`src/rtl/conv_pkg.sv`:
```
// Shared definitions for the byte-to-word assembler: FSM state type,
// default geometry and the beat slice placement helper.
package conv_pkg;

  typedef enum logic {
    IDLE = 1'b0,
    FILL = 1'b1
  } state_t;

  localparam int BYTE_W_DEF  = 8;
  localparam int N_BYTES_DEF = 4;

  // LSB position of beat k inside the assembled word; beat 0 lands in the MSBs.
  function automatic int slice_lsb(input int n_bytes, input int byte_w, input int k);
    return (n_bytes - 1 - k) * byte_w;
  endfunction

endpackage

```
`src/rtl/conv_8_32_asm.sv`:
```
// Assembly datapath: beat counter plus the word being built.
// word is the assembly register with the current input beat already merged
// at the slot selected by count, so the top can capture a complete word on
// the same edge that samples the last beat.
import conv_pkg::*;

module conv_8_32_asm #(
  parameter  int BYTE_W  = BYTE_W_DEF,
  parameter  int N_BYTES = N_BYTES_DEF,
  localparam int CNT_W   = $clog2(N_BYTES),
  localparam int W       = BYTE_W * N_BYTES
) (
  input  logic              clk,
  input  logic              rst,
  input  logic              load,
  input  logic              clear,
  input  logic [BYTE_W-1:0] data,
  output logic [CNT_W-1:0]  count,
  output logic [W-1:0]      word
);

  localparam logic [CNT_W-1:0] LAST = CNT_W'(N_BYTES - 1);

  logic [W-1:0] asm_q;
  logic [W-1:0] merged;

  // Merge the incoming beat into its slot of the partial word.
  always_comb begin
    merged = asm_q;
    for (int k = 0; k < N_BYTES; k++) begin
      if (count == CNT_W'(k)) begin
        merged[slice_lsb(N_BYTES, BYTE_W, k) +: BYTE_W] = data;
      end
    end
  end

  assign word = merged;

  // Assembly register and beat counter; clear wins over load.
  always_ff @(posedge clk or posedge rst) begin
    if (rst) begin
      asm_q <= '0;
      count <= '0;
    end else if (clear) begin
      asm_q <= '0;
      count <= '0;
    end else if (load) begin
      asm_q <= merged;
      count <= (count == LAST) ? '0 : count + CNT_W'(1);
    end
  end

endmodule

```
`src/rtl/conv_8_32.sv`:
```
// Byte-to-word assembler: rebuilds N_BYTES-beat words, first beat in the MSBs,
// and strobes valid_out for one cycle per completed word. A valid_in drop
// mid-word discards the partial word.
// Optional: define CONV_8_32_PARTIAL_ERR_EN to enable the err_partial strobe
// and the saturating drop_cnt counter; otherwise err_partial is tied low.
//
// Handshake: valid_in qualifies data_in in the cycle it is high; there is no
// ready, so every beat is consumed and every valid_out strobe must be taken.
import conv_pkg::*;

module conv_8_32 #(
  parameter  int BYTE_W  = BYTE_W_DEF,
  parameter  int N_BYTES = N_BYTES_DEF,
  localparam int W       = BYTE_W * N_BYTES,
  localparam int CNT_W   = $clog2(N_BYTES)
) (
  input  logic              clk,
  input  logic              reset,
  input  logic              valid_in,
  input  logic [BYTE_W-1:0] data_in,
  output logic [W-1:0]      data_out,
  output logic              valid_out,
  output logic              err_partial,
  output state_t            state
);

  if (N_BYTES < 2 || N_BYTES > 16) begin : g_bad_n_bytes
    $error("conv_8_32: N_BYTES must be in 2..16");
  end

`ifdef CONV_8_32_PARTIAL_ERR_EN
  localparam logic ERR_EN = 1'b1;
`else
  localparam logic ERR_EN = 1'b0;
`endif

  localparam logic [CNT_W-1:0] LAST = CNT_W'(N_BYTES - 1);

  state_t           state_d;
  logic             load;
  logic             clear;
  logic             done;
  logic             drop;
  logic [CNT_W-1:0] count;
  logic [W-1:0]     word;

  conv_8_32_asm #(
    .BYTE_W  (BYTE_W),
    .N_BYTES (N_BYTES)
  ) u_asm (
    .clk   (clk),
    .rst   (reset),
    .load  (load),
    .clear (clear),
    .data  (data_in),
    .count (count),
    .word  (word)
  );

  // State register.
  always_ff @(posedge clk or posedge reset) begin
    if (reset) state <= IDLE;
    else       state <= state_d;
  end

  // Next state and datapath controls.
  always_comb begin
    state_d = state;
    load    = 1'b0;
    clear   = 1'b0;
    done    = 1'b0;
    drop    = 1'b0;
    unique case (state)
      IDLE: begin
        if (valid_in) begin
          load    = 1'b1;
          state_d = FILL;
        end
      end
      FILL: begin
        if (valid_in) begin
          load = 1'b1;
          if (count == LAST) begin
            done    = 1'b1;
            state_d = IDLE;
          end
        end else begin
          clear   = 1'b1;
          drop    = 1'b1;
          state_d = IDLE;
        end
      end
      default: state_d = IDLE;
    endcase
  end

  // Output registers: data_out only changes on a completed word.
  always_ff @(posedge clk or posedge reset) begin
    if (reset) begin
      data_out    <= '0;
      valid_out   <= 1'b0;
      err_partial <= 1'b0;
    end else begin
      if (done) data_out <= word;
      valid_out   <= done;
      err_partial <= drop & ERR_EN;
    end
  end

`ifdef CONV_8_32_PARTIAL_ERR_EN
  logic [7:0] drop_cnt;

  // Sticky count of dropped partial words, saturating at 255.
  always_ff @(posedge clk or posedge reset) begin
    if (reset)                          drop_cnt <= '0;
    else if (drop && drop_cnt != 8'hFF) drop_cnt <= drop_cnt + 8'd1;
  end
`endif

endmodule

```
`config.mk`:
```
export PLATFORM = sky130hd
export DESIGN_NAME = conv_8_32
export DESIGN_NICKNAME = d
export VERILOG_FILES = /design/src/rtl/conv_pkg.sv /design/src/rtl/conv_8_32_asm.sv /design/src/rtl/conv_8_32.sv
export SDC_FILE = /design/constraint.sdc
export NUM_CORES = 1
export LEC_CHECK = 0
export CAP_MARGIN = 20
export CORE_UTILIZATION = 57
export CTS_BUF_LIST = sky130_fd_sc_hd__clkbuf_2 sky130_fd_sc_hd__clkbuf_4 sky130_fd_sc_hd__clkbuf_8
export CTS_CLUSTER_SIZE = 12
export DETAILED_ROUTE_END_ITERATION = 10
export GPL_TIMING_DRIVEN = 1
export PLACE_DENSITY_LB_ADDON = 0.25
export SYNTH_ARGS = -nofsm -noshare
export SYNTH_HDL_FRONTEND = slang
export SYNTH_HIERARCHICAL = 1
export SYNTH_SLANG_ARGS = --single-unit
```
`constraint.sdc`:
```
create_clock -name clk -period 1.8 [get_ports clk]
set_input_delay 0.27 -clock clk [delete_from_list [all_inputs] [get_ports clk]]
set_output_delay 0.27 -clock clk [all_outputs]
set_load 0.02 [all_outputs]
```
==> metrics.txt <==
status finished clean; Clock Pin Slew Worst Setup and Hold Paths 70 ps; hold_buf cts 0; grt ovf 0; Post-synth EDFFs 0; initial core utilization 60.3%; Crit. End Element output port; crit path launch type flip-flop; number of distinct library cells after synthesis 20; Die Y 79.3 um; Vias 1977; dominant cell type by area after synthesis dfrtp_1; post-synthesis average cell area 14.0 um2; part of the power in combinational logic 41.8%; fin crit period 1650 ps; die width 79.3 um; CTS H-tree depth 3; FF+latch count, synth 68; Final WS setup 154 ps; Root Buffer clkbuf_8; worst reg2reg path depth 5; yosys warns 6; CP Class flip-flop to output port; Buf+Inv Stages, Crit Path 1; Total Nets Final 312; area share of the largest cell type after synthesis 50.0%; power per cell area 1500 nW/um2; GR Util All Layers 23.5%; Final setup viols 0; Worst VDD drop 0.858 mV; HPWL after DPL 4300 um; Syn Nets 258; TritonCTS Buffers 9; cells after synthesis 243; Place WS 81.0 ps; FMAX 0.608 GHz; unrepaired setup endpoints after global routing no; CTS tree yes; I/O Pins 46; Synth top cells by count dfrtp_1 (68), nand2b_1 (40), mux2_2 (35), mux2i_1 (33), mux2_4 (29); clock power share 20.9%; Antenna Nets Post-Route 0; Post-CTS Resized 0; maximum clock path buffer count 2; Crit path arrival time 1380 ps; CP Cell Sequence clkdlybuf4s50_1; r2r endpoint data_out[13]; CP peak stage delay 630 ps; period utilisation layout 91.4%; min-delay worst type primary input to asynchronous set/reset pin; setup TNS 0 ps; row count 27; DRT Wirelength 6430 um; core area 5640 um2; DIE AREA 6290 um2; vias in the first global route 2086; final-report hold violation count 0; fin. max-slew vios 0; Most used DFF post-synth dfrtp_1; GP Congestion 0.734; Leakage Power 2.12 nW; Skew-Pair Late Insertion Delay 340 ps; clock sink total 68; ranking of synthesized cells by area dfrtp_1 (50%), mux2_4 (13%), mux2_2 (12%); Seq/Total Area, Yosys 50.0%; fraction of registers with async set/reset 100%; hold_ws 354 ps; Port Buf Inserts 44; TritonRoute pass-1 iters 4; postcts setup bufs 0; maxcap violations 0; Int Pwr 4.24 mW; Layout Area Growth over Synthesis 21.7%; sequential share of power 37.3%; synthesized cell area 3400 um2; antenna cell count 0; share of layout cells above drive strength 1 32.8%; WP data required 1530 ps; peak fanout along the critical path 4; antenna violations before repair 0; Final Util 73.4%; Final Skew 11.5 ps; drt initial violations 120; Sw Pwr 1.97 mW; Largest delay share family, worst path buffers and inverters; Switching Fraction 31.8%; first-pass GRT wire length 10800 um; # DRC 0; R2R setup slack 190 ps; largest net degree at the start of global routing 35; Worst path slowest cell clkdlybuf4s50_1; worst reg2reg startpoint u_asm/count[0]; routed len/inst 17.2 um; most frequent cell after synthesis dfrtp_1; vias per inst 5.29
==> sequential cells by signal, indices dropped and copies added, names as in the netlist <==
signal and count:
state 1, data_out 32, valid_out 1, u_asm/asm_q 32
u_asm/count 2
==> cell type report <==
class | count | area, um2
multi-input combinational | 154 | 1550
sequential | 68 | 1700
inverter | 6 | 22.5
clock inverter | 4 | 47.5
timing repair buffer | 58 | 571
tap | 72 | 90.1
clock buffer | 12 | 159
fill | 383 | 1500
==> logic make-up after synthesis <==
family	after synthesis	synth area share, %
xor+xnor	1	0.257
buf+inv	21	4.45
simple gates	50	9.48
flops	68	50.0
fa+ha+maj	4	1.47
compound gates	1	0.184
mux	97	34.1
other cells	1	0.110
==> tightest hold or removal path: stages <==
cell and delay [ps]:
clkdlybuf4s50_1 410, inv_1 60, buf_4 380
==> worst max-delay path by stage <==
stage,from,to,cells after the start
final,state,state,1
after CTS,state,state,1
after global routing,state,state,1
after detailed placement,valid_in,data_out[0],4
after global placement,valid_in,data_out[22],4
after floorplan,u_asm/count[0],data_out[10],5
==> metal layers <==
layer | wire length (um) | track usage, % | share of wire [%]
met1 | 2950 | 30.4 | 46
met2 | 3200 | 38.0 | 50
met3 | 191 | 4.37 | 3.0
met4 | 87 | 11.5 | 1.4
met5 | 0 | 0 | 0
==> cell usage in the layout (no fill, tap or decap), drive strengths merged <==
| cell type | instances |
|---|---|
| dfrtp | 68 |
| mux2 | 64 |
| clkdlybuf4s50 | 44 |
| xnor2 | 1 |
| nand4 | 1 |
| and2 | 2 |
| conb | 1 |
| nand2b | 40 |
| a31oi | 1 |
| buf | 14 |
| clkinvlp | 1 |
| mux2i | 33 |
| nor2 | 2 |
| clkbuf | 12 |
| nand2 | 4 |
| nor2b | 1 |
| clkinv | 2 |
| inv | 6 |
| bufinv | 1 |
| ha | 4 |
==> metrics by stage <==
step                      std cells  instance area [um2]  power, mW
final                           374                 4140       6.21
after global routing            374                 4140       6.53
after CTS                       374                 4140       6.26
after detailed placement        358                 3940       4.95
after global placement          358                 3940       4.88
after floorplan                 243                 3400       4.03
==> power by group through the flow <==
stage,registers (mW),clock network [mW],logic (mW)
2_1_floorplan,2.61,0,1.42
3_3_place_gp,2.32,0,2.56
3_5_place_dp,2.33,0,2.61
4_1_cts,2.32,1.32,2.62
5_1_grt,2.38,1.39,2.77
6_report,2.31,1.30,2.60
(Power assumes the default switching activity.)
